<file path="src/rtl/disk_sector_ctrl_pkg.sv">
// disk_pkg: shared definitions for the disk sector transfer controller.
//   ctrl_state_t    - controller state codes (3 bits, IDLE is the all-zero code)
//   DISK_BUF_WORDS  - depth of the dual-port disk buffer
//   INSTR_WRITE_BIT - direction flag position inside the slave instruction word
//   SECTOR_W        - width of the sector number field
//   sector_base()   - first backing-memory word address of a sector
package disk_pkg;

  localparam int DISK_BUF_WORDS  = 512;
  localparam int INSTR_WRITE_BIT = 31;
  localparam int SECTOR_W        = 30;
  localparam int BUF_AW          = 9;

  typedef enum logic [2:0] {
    ST_IDLE   = 3'd0,
    ST_WR_BUF = 3'd1,
    ST_WR_REQ = 3'd2,
    ST_RD_REQ = 3'd3,
    ST_RD_WB  = 3'd4,
    ST_DONE   = 3'd5
  } ctrl_state_t;

  // Sector number scaled to a word address; high bits fall off silently.
  function automatic logic [31:0] sector_base(input logic [SECTOR_W-1:0] sector,
                                              input int                  shift);
    logic [31:0] wide;
    wide = {{(32-SECTOR_W){1'b0}}, sector};
    return wide << shift;
  endfunction

endpackage

</file>
<file path="src/rtl/disk_sector_ctrl_if.sv">
// disk_sector_ctrl_if: buffer port-B and backing-memory bus of the controller.
//   buf_addr/buf_we/buf_wdata/buf_rdata - disk buffer second port
//   mem_req/mem_we/mem_addr/mem_wdata/mem_rdata/mem_ack - backing memory
//   modport master: the controller; modport slave: buffer + memory side.
interface disk_sector_ctrl_if;
  import disk_pkg::*;

  logic [BUF_AW-1:0] buf_addr;
  logic              buf_we;
  logic [31:0]       buf_wdata;
  logic [31:0]       buf_rdata;
  logic              mem_req;
  logic              mem_we;
  logic [31:0]       mem_addr;
  logic [31:0]       mem_wdata;
  logic [31:0]       mem_rdata;
  logic              mem_ack;

  modport master (
    output buf_addr, buf_we, buf_wdata, mem_req, mem_we, mem_addr, mem_wdata,
    input  buf_rdata, mem_rdata, mem_ack
  );

  modport slave (
    input  buf_addr, buf_we, buf_wdata, mem_req, mem_we, mem_addr, mem_wdata,
    output buf_rdata, mem_rdata, mem_ack
  );

endinterface

</file>
<file path="src/rtl/disk_xfer_cnt.sv">
// disk_xfer_cnt: word counter for one sector transfer.
//   clk, rst  - clock, asynchronous active-low reset
//   clr, inc  - clear to zero (wins) / advance by one
//   cnt       - current word index
//   cnt_nxt   - value the counter takes at the next edge
//   last      - current word is the final word of the sector
module disk_xfer_cnt #(
  parameter  int SECTOR_WORDS = 512,
  localparam int CNT_W        = (SECTOR_WORDS > 1) ? $clog2(SECTOR_WORDS) : 1
) (
  input  logic             clk,
  input  logic             rst,
  input  logic             clr,
  input  logic             inc,
  output logic [CNT_W-1:0] cnt,
  output logic [CNT_W-1:0] cnt_nxt,
  output logic             last
);

  localparam logic [CNT_W-1:0] LAST_IDX = CNT_W'(SECTOR_WORDS - 1);

  logic [CNT_W-1:0] cnt_q;
  logic [CNT_W-1:0] cnt_d;

  // Next counter value
  always_comb begin
    cnt_d = cnt_q;
    if (clr) begin
      cnt_d = {CNT_W{1'b0}};
    end else if (inc) begin
      cnt_d = cnt_q + CNT_W'(1);
    end else begin
      cnt_d = cnt_q;
    end
  end

  // Counter register
  always_ff @(posedge clk or negedge rst) begin
    if (!rst) begin
      cnt_q <= {CNT_W{1'b0}};
    end else begin
      cnt_q <= cnt_d;
    end
  end

  assign cnt     = cnt_q;
  assign cnt_nxt = cnt_d;
  assign last    = (cnt_q == LAST_IDX);

endmodule

</file>
<file path="src/rtl/disk_sector_ctrl.sv">
// disk_sector_ctrl: moves one whole sector between the disk buffer (port B)
// and the backing memory. Read = memory -> buffer, write = buffer -> memory.
//   clk, rst           - clock, asynchronous active-low reset
//   instruction        - [29:0] sector number; bits 31/30 are informational
//   write_pause        - start-write pulse (wins over read_pause)
//   read_pause         - start-read pulse
//   disk_operate_done  - one-cycle transfer-complete pulse
//   busy               - controller is not idle
//   bus                - buffer port-B and backing-memory bus (master side)
module disk_sector_ctrl
  import disk_pkg::*;
#(
  parameter int SECTOR_WORDS = 512,
  parameter int SECT_SHIFT   = 9
) (
  input  logic                 clk,
  input  logic                 rst,
  input  logic [31:0]          instruction,
  input  logic                 write_pause,
  input  logic                 read_pause,
  output logic                 disk_operate_done,
  output logic                 busy,
  disk_sector_ctrl_if.master   bus
);

  localparam int CNT_W = (SECTOR_WORDS > 1) ? $clog2(SECTOR_WORDS) : 1;

  localparam logic [2:0] S_IDLE   = ST_IDLE;
  localparam logic [2:0] S_WR_BUF = ST_WR_BUF;
  localparam logic [2:0] S_WR_REQ = ST_WR_REQ;
  localparam logic [2:0] S_RD_REQ = ST_RD_REQ;
  localparam logic [2:0] S_RD_WB  = ST_RD_WB;
  localparam logic [2:0] S_DONE   = ST_DONE;

  logic [2:0]          state_q,     state_d;
  logic [SECTOR_W-1:0] sector_q,    sector_d;
  logic [31:0]         mem_addr_q,  mem_addr_d;
  logic [31:0]         mem_wdata_q, mem_wdata_d;
  logic [31:0]         buf_wdata_q, buf_wdata_d;
  logic [BUF_AW-1:0]   buf_addr_q,  buf_addr_d;
  logic                done_q,      done_d;
  logic                busy_q,      busy_d;

  logic                cnt_clr;
  logic                cnt_inc;
  logic                cnt_last;
  logic [CNT_W-1:0]    cnt;
  logic [CNT_W-1:0]    cnt_nxt;
  logic [BUF_AW-1:0]   cnt_ext;

  // The direction comes from the pulse, not from the instruction flags.
  logic unused_instr_flags;
  assign unused_instr_flags = instruction[INSTR_WRITE_BIT] ^ instruction[30];

  disk_xfer_cnt #(
    .SECTOR_WORDS (SECTOR_WORDS)
  ) u_cnt (
    .clk     (clk),
    .rst     (rst),
    .clr     (cnt_clr),
    .inc     (cnt_inc),
    .cnt     (cnt),
    .cnt_nxt (cnt_nxt),
    .last    (cnt_last)
  );

  assign cnt_ext = BUF_AW'(cnt);

  // Transfer sequencing. The buffer read port has one cycle of latency, so
  // buf_addr always points at the word the next WR_BUF will need: 0 while
  // idle, and cnt+1 while a write request waits for its ack.
  always_comb begin
    state_d     = state_q;
    sector_d    = sector_q;
    buf_addr_d  = buf_addr_q;
    mem_wdata_d = mem_wdata_q;
    buf_wdata_d = buf_wdata_q;
    cnt_clr     = 1'b0;
    cnt_inc     = 1'b0;
    case (state_q)
      S_IDLE: begin
        buf_addr_d = {BUF_AW{1'b0}};
        if (write_pause) begin
          sector_d = instruction[SECTOR_W-1:0];
          cnt_clr  = 1'b1;
          state_d  = S_WR_BUF;
        end else if (read_pause) begin
          sector_d = instruction[SECTOR_W-1:0];
          cnt_clr  = 1'b1;
          state_d  = S_RD_REQ;
        end else begin
          state_d = S_IDLE;
        end
      end
      S_WR_BUF: begin
        mem_wdata_d = bus.buf_rdata;
        buf_addr_d  = cnt_ext + 9'd1;
        state_d     = S_WR_REQ;
      end
      S_WR_REQ: begin
        if (bus.mem_ack) begin
          if (cnt_last) begin
            state_d = S_DONE;
          end else begin
            cnt_inc = 1'b1;
            state_d = S_WR_BUF;
          end
        end else begin
          state_d = S_WR_REQ;
        end
      end
      S_RD_REQ: begin
        if (bus.mem_ack) begin
          buf_wdata_d = bus.mem_rdata;
          buf_addr_d  = cnt_ext;
          state_d     = S_RD_WB;
        end else begin
          state_d = S_RD_REQ;
        end
      end
      S_RD_WB: begin
        if (cnt_last) begin
          state_d = S_DONE;
        end else begin
          cnt_inc = 1'b1;
          state_d = S_RD_REQ;
        end
      end
      S_DONE: begin
        buf_addr_d = {BUF_AW{1'b0}};
        state_d    = S_IDLE;
      end
      default: begin
        state_d = S_IDLE;
      end
    endcase
  end

  // Registered outputs derived from the next state and next counter value
  always_comb begin
    mem_addr_d = sector_base(sector_d, SECT_SHIFT) + 32'(cnt_nxt);
    done_d     = (state_d == S_DONE);
    busy_d     = (state_d != S_IDLE);
  end

  // State and output registers
  always_ff @(posedge clk or negedge rst) begin
    if (!rst) begin
      state_q     <= S_IDLE;
      sector_q    <= {SECTOR_W{1'b0}};
      mem_addr_q  <= 32'd0;
      mem_wdata_q <= 32'd0;
      buf_wdata_q <= 32'd0;
      buf_addr_q  <= {BUF_AW{1'b0}};
      done_q      <= 1'b0;
      busy_q      <= 1'b0;
    end else begin
      state_q     <= state_d;
      sector_q    <= sector_d;
      mem_addr_q  <= mem_addr_d;
      mem_wdata_q <= mem_wdata_d;
      buf_wdata_q <= buf_wdata_d;
      buf_addr_q  <= buf_addr_d;
      done_q      <= done_d;
      busy_q      <= busy_d;
    end
  end

  assign bus.mem_req   = (state_q == S_WR_REQ) || (state_q == S_RD_REQ);
  assign bus.mem_we    = (state_q == S_WR_REQ);
  assign bus.buf_we    = (state_q == S_RD_WB);
  assign bus.mem_addr  = mem_addr_q;
  assign bus.mem_wdata = mem_wdata_q;
  assign bus.buf_wdata = buf_wdata_q;
  assign bus.buf_addr  = buf_addr_q;
  assign disk_operate_done = done_q;
  assign busy              = busy_q;

endmodule

</file>
<file path="src/flat_wrapper.sv">
// flat-port wrapper written by rule: the top's interface ports become plain ports
module disk_sector_ctrl_flat import disk_pkg::*;
#(
  parameter int SECTOR_WORDS = 512,
  parameter int SECT_SHIFT   = 9
)
  (clk, rst, instruction, write_pause, read_pause, disk_operate_done, busy, bus_buf_addr, bus_buf_we, bus_buf_wdata, bus_mem_req, bus_mem_we, bus_mem_addr, bus_mem_wdata, bus_buf_rdata, bus_mem_rdata, bus_mem_ack);
  disk_sector_ctrl_if bus_i ();
  input  logic clk;
  input  logic rst;
  input  logic [31:0] instruction;
  input  logic write_pause;
  input  logic read_pause;
  output logic disk_operate_done;
  output logic busy;
  output wire logic [$bits(bus_i.buf_addr)-1:0] bus_buf_addr;
  output wire logic [$bits(bus_i.buf_we)-1:0] bus_buf_we;
  output wire logic [$bits(bus_i.buf_wdata)-1:0] bus_buf_wdata;
  output wire logic [$bits(bus_i.mem_req)-1:0] bus_mem_req;
  output wire logic [$bits(bus_i.mem_we)-1:0] bus_mem_we;
  output wire logic [$bits(bus_i.mem_addr)-1:0] bus_mem_addr;
  output wire logic [$bits(bus_i.mem_wdata)-1:0] bus_mem_wdata;
  input wire logic [$bits(bus_i.buf_rdata)-1:0] bus_buf_rdata;
  input wire logic [$bits(bus_i.mem_rdata)-1:0] bus_mem_rdata;
  input wire logic [$bits(bus_i.mem_ack)-1:0] bus_mem_ack;
  assign bus_buf_addr = bus_i.buf_addr;
  assign bus_buf_we = bus_i.buf_we;
  assign bus_buf_wdata = bus_i.buf_wdata;
  assign bus_mem_req = bus_i.mem_req;
  assign bus_mem_we = bus_i.mem_we;
  assign bus_mem_addr = bus_i.mem_addr;
  assign bus_mem_wdata = bus_i.mem_wdata;
  assign bus_i.buf_rdata = bus_buf_rdata;
  assign bus_i.mem_rdata = bus_mem_rdata;
  assign bus_i.mem_ack = bus_mem_ack;
  disk_sector_ctrl #(.SECTOR_WORDS(SECTOR_WORDS), .SECT_SHIFT(SECT_SHIFT)) u_core (.clk(clk), .rst(rst), .instruction(instruction), .write_pause(write_pause), .read_pause(read_pause), .disk_operate_done(disk_operate_done), .busy(busy), .bus(bus_i));
endmodule
</file>
<file path="config.mk">
export PLATFORM = sky130hd
export DESIGN_NAME = disk_sector_ctrl_flat
export DESIGN_NICKNAME = d
export VERILOG_FILES = /design/src/rtl/disk_sector_ctrl_pkg.sv /design/src/rtl/disk_sector_ctrl_if.sv /design/src/rtl/disk_xfer_cnt.sv /design/src/rtl/disk_sector_ctrl.sv /design/src/flat_wrapper.sv
export SDC_FILE = /design/constraint.sdc
export NUM_CORES = 1
export LEC_CHECK = 0
export CAP_MARGIN = 10
export CORE_MARGIN = 8
export CORE_UTILIZATION = 35
export DETAILED_ROUTE_END_ITERATION = 8
export PLACE_DENSITY = 0.67
export SLEW_MARGIN = 10
export SYNTH_ARGS = -nofsm -noshare
export SYNTH_HDL_FRONTEND = slang
export SYNTH_SLANG_ARGS = --single-unit
</file>
<file path="constraint.sdc">
create_clock -name clk -period 2.7 [get_ports clk]
set_input_delay 0.27 -clock clk [delete_from_list [all_inputs] [get_ports clk]]
set_output_delay 0.27 -clock clk [all_outputs]
set_load 0.01 [all_outputs]
</file>
==> metrics, run 1 <==
status=finished, final reports clean; Seq/Total Area, Yosys=59.6%; I/O Pins=211; Max VDD drop=around 470 uV; Fin. Hold Viols=0; routability-driven placement congestion ratio=0.774; Leak=2.96 nW; Worst Path Max Fanout=18; DRT iter0 DRCs=151; pre-CTS setup slack=0.234 ns; CTS Root Buffer Type=clkbuf_16; Die Width=131 um; WL/cell=between 15 and 20 um; skew final=0.00652 ns; Final #Nets=634; yosys warns=0; first-pass GRT wire length=19.1 mm; n_diodes=0; FILL cells=1,095; crit path capture type=flip-flop; WP data arrival=2.72 ns; fin crit share=92.1%; layout cells sized above 1=8.60%; vias in the first global route=3,621; Max Fclk=402 MHz; ys flop type=dfrtp_1; IO Port Bufs=between 200 and 250; Hold Path Class=in -> async; Area Growth Syn to Fin=54.7%; initial antenna violation count=0; flops & latches, synth=110; Post-Syn Nets=429; Syn Area/Cell=14.2 um^2; grt ovf=0; Mapped Area=approximately 4600 um^2; Core Region=13,100 um^2; Syn Inst Count=326; Routed Antenna Nets=0; async set-or-reset flop fraction in the synthesized netlist=between 90% and 100%; most frequent cells in the layout=clkdlybuf4s50_1 (200), dfrtp_1 (110), mux2_1 (82); Distinct cells, synth=48; DRT Wirelength=approximately 12 mm; overall fraction of global-route tracks in use=between 10% and 20%; Pre-Repair DR Iteration Count=4; setup violators final=0; Longest Clk Path Bufs=2; detailed placer's ending HPWL=9.30 mm; detailed-route DRC error count=0; PwrDens=between 1000 and 1500 nW/um^2; die height=131 um; CTS tree=yes; clk slew on worst S/H paths=0.07 ns; actual slew at the worst max-slew pin=0.643 ns; Max-slew headroom=around 57%; initial core utilization=35.3%; max cap viols=0; Worst setup SP type=flip-flop; Clock Sinks=110; Setup TNS Final=0 ns; final setup margin=0.213 ns; RSZ-0062 raised after global routing=no; Worst-Skew Late Latency=approximately 0.34 ns; Final Slew Violations=0; H-tree depth=3; Die Area=between 15,000 and 20,000 um^2; crit path kind=reg -> reg; Final min period=~2.5 ns; row count=42; TritonCTS Buffers=9; number of synthesized flops with an enable pin=0; pin count of the biggest net entering global routing=81; Crit path required time=just under 3 ns; via count=3,406; DR vias/cell=4.79; commonest non-fill, non-tap cell in the layout=clkdlybuf4s50_1
==> through the flow <==
| step | total power, mW | std cells | util (%) | hold slack (ns) | area, um^2 |
|---|---|---|---|---|---|
| 2_1_floorplan | 4.64 | 326 | - | -0.0256 | 4620 |
| 6_report | 8.00 | 711 | 54.6 | 0.409 | 7140 |
| 4_1_cts | 8.15 | 711 | 54.6 | 0.396 | 7140 |
| 3_5_place_dp | 6.79 | 695 | 52.3 | 0.233 | 6840 |
| 3_3_place_gp | 6.67 | 695 | 52.3 | 0.229 | 6840 |
| 5_1_grt | 8.49 | 711 | 54.6 | 0.450 | 7140 |
==> cells in the mapped netlist, types with 2 or more instances <==
library cell  number  area, um^2
a211oi_1           2        15.0
a21oi_1            3        15.0
a22o_1             8        70.1
a31oi_1            2        12.5
a32oi_1            2        17.5
and3_1             4        25.0
buf_2             12        60.1
buf_6              2        22.5
clkbuf_1           2        7.51
dfrtp_1          110        2750
ha_1               2        25.0
inv_1              3        11.3
inv_2              2        7.51
mux2_1            82         923
mux2_2             9         101
mux2i_1            6        60.1
nand2_1            9        33.8
nand2b_1           4        25.0
nand3_1            6        30.0
nor2_1            10        37.5
nor3_1             5        25.0
o21a_1             3        22.5
o21ai_0           12        60.1
o21ai_1            2        10.0
==> metal layers <==
layer | part of all wire (%) | wire length (um) | global-route usage [%]
met3 | 12 | 1430 | 6.53
met1 | 40 | 4890 | 16.4
met2 | 47 | 5840 | 23.3
met5 | 0 | 0 | 0
met4 | 1.7 | 209 | 5.67
==> report_power, final <==
part / internal [mW] / switching [mW]
Combinational: 2.24 / 1.57
Sequential: 2.41 / 0.466
Clock: 0.737 / 0.581
Total: 5.39 / 2.61
==> kinds of logic after synthesis <==
family	share of synthesized area [%]
fa+ha+maj	0.542
buf+inv	2.36
compound gates	6.69
mux	23.5
xor+xnor	0.379
simple gates	6.94
flops	59.6
==> path summary, 6_finish.rpt <==
path | end | cells after the start | from | slack (ns)
max in group asynchronous | u_core.bus.buf_wdata[7] | 3 | rst | 1.52
min | u_core.bus.mem_addr[13] | 2 | rst | 0.41
min reg2reg | u_core.bus.mem_addr[12] | 1 | u_core.bus.mem_addr[12] | 0.48
max reg2reg | u_core.bus.mem_addr[2] | 10 | u_core.bus.mem_addr[0] | 0.21
max | u_core.bus.mem_addr[2] | 10 | u_core.bus.mem_addr[0] | 0.21
min in group clk | u_core.bus.mem_addr[12] | 1 | u_core.bus.mem_addr[12] | 0.48
==> flip-flops by register name (all words and copies together) (netlist names) <==
name	flops
u_core.bus.buf_wdata	32
u_core.bus.buf_addr	9
u_core.state_q	3
u_core.bus.mem_addr	32
u_core.busy	1
u_core.disk_operate_done	1
u_core.bus.mem_wdata	32
==> critical path, stage by stage (launching register included) <==
cell     delay [ns]
dfrtp_1        0.39
ha_1           0.25
and3_1         0.22
and3_1         0.20
and3_1         0.18
ha_1           0.20
or2_1          0.26
a21oi_4        0.15
buf_12         0.17
mux2i_1        0.09
a22o_1         0.25
==> cell type report <==
class | instances | area [um^2] | area share (%)
Timing Repair Buffer | 210 | 2100 | 29.5
Sequential cell | 110 | 2750 | 38.5
Inverter | 5 | 18.8 | 0.263
Tap cell | 176 | 220 | 3.08
Multi-Input combinational cell | 195 | 1760 | 24.6
Clock buffer | 11 | 243 | 3.40
Clock inverter | 4 | 47.5 | 0.666
==> repair_timing <==
item,CTS,global route
hold buffers,1,0
hold endpoints to repair,30,0
setup endpoints to repair,0,0
setup buffers,0,0
resized for setup,0,0
No activity file was read; power rests on OpenSTA's default activity.
==> inputs of run 2 (changes only) <==
- CORE_UTILIZATION: 35 -> 45
- PLACE_DENSITY: 0.67 -> 0.84
- clock period: 2.7 -> 3.2 ns (I/O delays scaled with it)
==> run 2 against run 1 <==
Compared with the run above: hold slack better by 0.082 ns; global-route usage is 3.2 points higher; sequential share of layout area is 1.1 points higher; worst setup slack better by 0.22 ns; clock power is 39% lower; clock skew is 0.0077 ns higher; routed wire length is 4.2% lower; die area is 20% lower; final area is 2.7% lower; flip-flop and latch count stayed put; critical endpoint is now u_core.bus.mem_addr[4]; largest cell class unchanged; highest routed layer unchanged.
==> metrics, run 2 (same netlist as run 1, synthesis figures left out) <==
Worst Path Max Fanout=18; hold slack final=0.491 ns; IO Port Bufs=201; met1 usage=about a fifth; Die Width=117 um; WL/cell=17.7 um; max cap viols=0; skew final=0.0143 ns; routability-driven placement congestion ratio=0.837; Setup TNS Final=0 ns; FILL cells=725; fin crit share=86.6%; Pre-Repair DR Iteration Count=4; clk slew on worst S/H paths=0.10 ns; crit path kind=reg -> reg; first-pass GRT wire length=20.1 mm; grt ovf=0; Crit path required time=3.45 ns; setup violators final=0; row count=37; initial core utilization=45.6%; Leak=~2.9 nW; Clock Sinks=110; PnR Total Power=6.37 mW; CTS Root Buffer Type=clkbuf_8; detailed-route DRC error count=0; Max Fclk=roughly 360 MHz; CP max stage delay=~0.46 ns; initial antenna violation count=0; commonest non-fill, non-tap cell in the layout=clkdlybuf4s50_1; Fin. Hold Viols=0; final setup margin=0.429 ns; Max VDD drop=468 uV; DR vias/cell=5.05; Longest Clk Path Bufs=2; Core Region=10,100 um^2; actual slew at the worst max-slew pin=0.650 ns; DRT Wirelength=11.8 mm; PwrDens=916 nW/um^2; Hold Path Class=reg -> reg; Max-slew headroom=between 50 and 60%; via count=3,374; WP data arrival=3.02 ns; Final #Nets=630; grt peak-use layer=met2; DRT iter0 DRCs=135; layout cells sized above 1=8.27%; post-CTS resize count=0; crit path capture type=flip-flop; Routed Antenna Nets=0; detailed placer's ending HPWL=9.04 mm; Final Core Density=68.6%; Area Growth Syn to Fin=50.5%; Worst path most repeated cell=and3_1; Max stage delay cell, worst path=dfrtp_1; n_diodes=0; Worst-Skew Late Latency=0.36 ns; status=finished, final reports clean; pre-CTS setup slack=0.472 ns; M2 GR Usage=29.3%; H-tree depth=3; TritonCTS Buffers=9; I/O Pins=211; Worst setup SP type=flip-flop; RSZ-0062 raised after global routing=no; CTS tree=yes; overall fraction of global-route tracks in use=17.6%; GR Util met3=under 10%; Die Area=13,800 um^2; most frequent cells in the layout=clkdlybuf4s50_1 (200), dfrtp_1 (110), mux2_1 (82); CP Cell Sequence=ha_1 -> and3_1 -> and3_1 -> and3_1 -> ha_1 -> or2_1 -> a21oi_4 -> mux2i_1 -> a22o_1; Final min period=approximately 2.8 ns; pin count of the biggest net entering global routing=61; vias in the first global route=about 3,700; Final Slew Violations=0; die height=about 120 um
## run 2: timing repair
action / CTS / global route
setup endpoints to repair: 0 / 0
hold buffers: 1 / 0
endpoints found under the hold margin: 37 / 0
buffers inserted: 0 / 0
## run 2: path summary, 6_finish.rpt
kind                       cells past startpoint                      from  slack, ns                       end
setup / recovery                               9    u_core.bus.mem_addr[0]       0.43    u_core.bus.mem_addr[4]
hold / removal                                 1  u_core.bus.mem_wdata[23]       0.49  u_core.bus.mem_wdata[23]
setup reg to reg                               9    u_core.bus.mem_addr[0]       0.43    u_core.bus.mem_addr[4]
hold reg to reg                                1  u_core.bus.mem_wdata[23]       0.49  u_core.bus.mem_wdata[23]
max in group asynchronous                      3                       rst       1.90  u_core.bus.buf_wdata[15]
min in group asynchronous                      2                       rst       0.51  u_core.bus.buf_wdata[26]
## run 2: layout make-up
type | instances | area, um^2 | area share, %
Timing Repair Buffer | 206 | 2060 | 29.7
Inverter | 5 | 18.8 | 0.270
Multi-Input combinational cell | 195 | 1760 | 25.3
Clock inverter | 5 | 40.0 | 0.576
Tap cell | 136 | 170 | 2.45
Clock buffer | 11 | 151 | 2.18
Sequential cell | 110 | 2750 | 39.6
## run 2: through the flow
stage                     instances  instance area, um^2
after global routing            668                 6950
after floorplan                 326                 4620
after CTS                       668                 6950
final                           668                 6950
after global placement          651                 6750
after detailed placement        651                 6750
## run 2: where the power goes
part	switching, mW	internal [mW]
sequential	0.405	2.03
clock	0.467	0.335
combinational	1.28	1.85
## run 2: critical path, delay by kind of cell, from the launching register on
family	cells	cell delay [ns]
multiplexers	1	0.16
adder cells (fa/ha/maj)	2	0.48
AO/OA/AOI/OAI	2	0.70
flip-flops	1	0.46
AND/OR/NAND/NOR	4	0.87
## run 2: metal layers
metal,wire [um],up-vias,share of wire [%]
met1,4870,1668,41
met3,1020,11,8.6
li1,-,1565,-
met2,5820,130,49
met5,0,-,0
met4,144,0,1.2
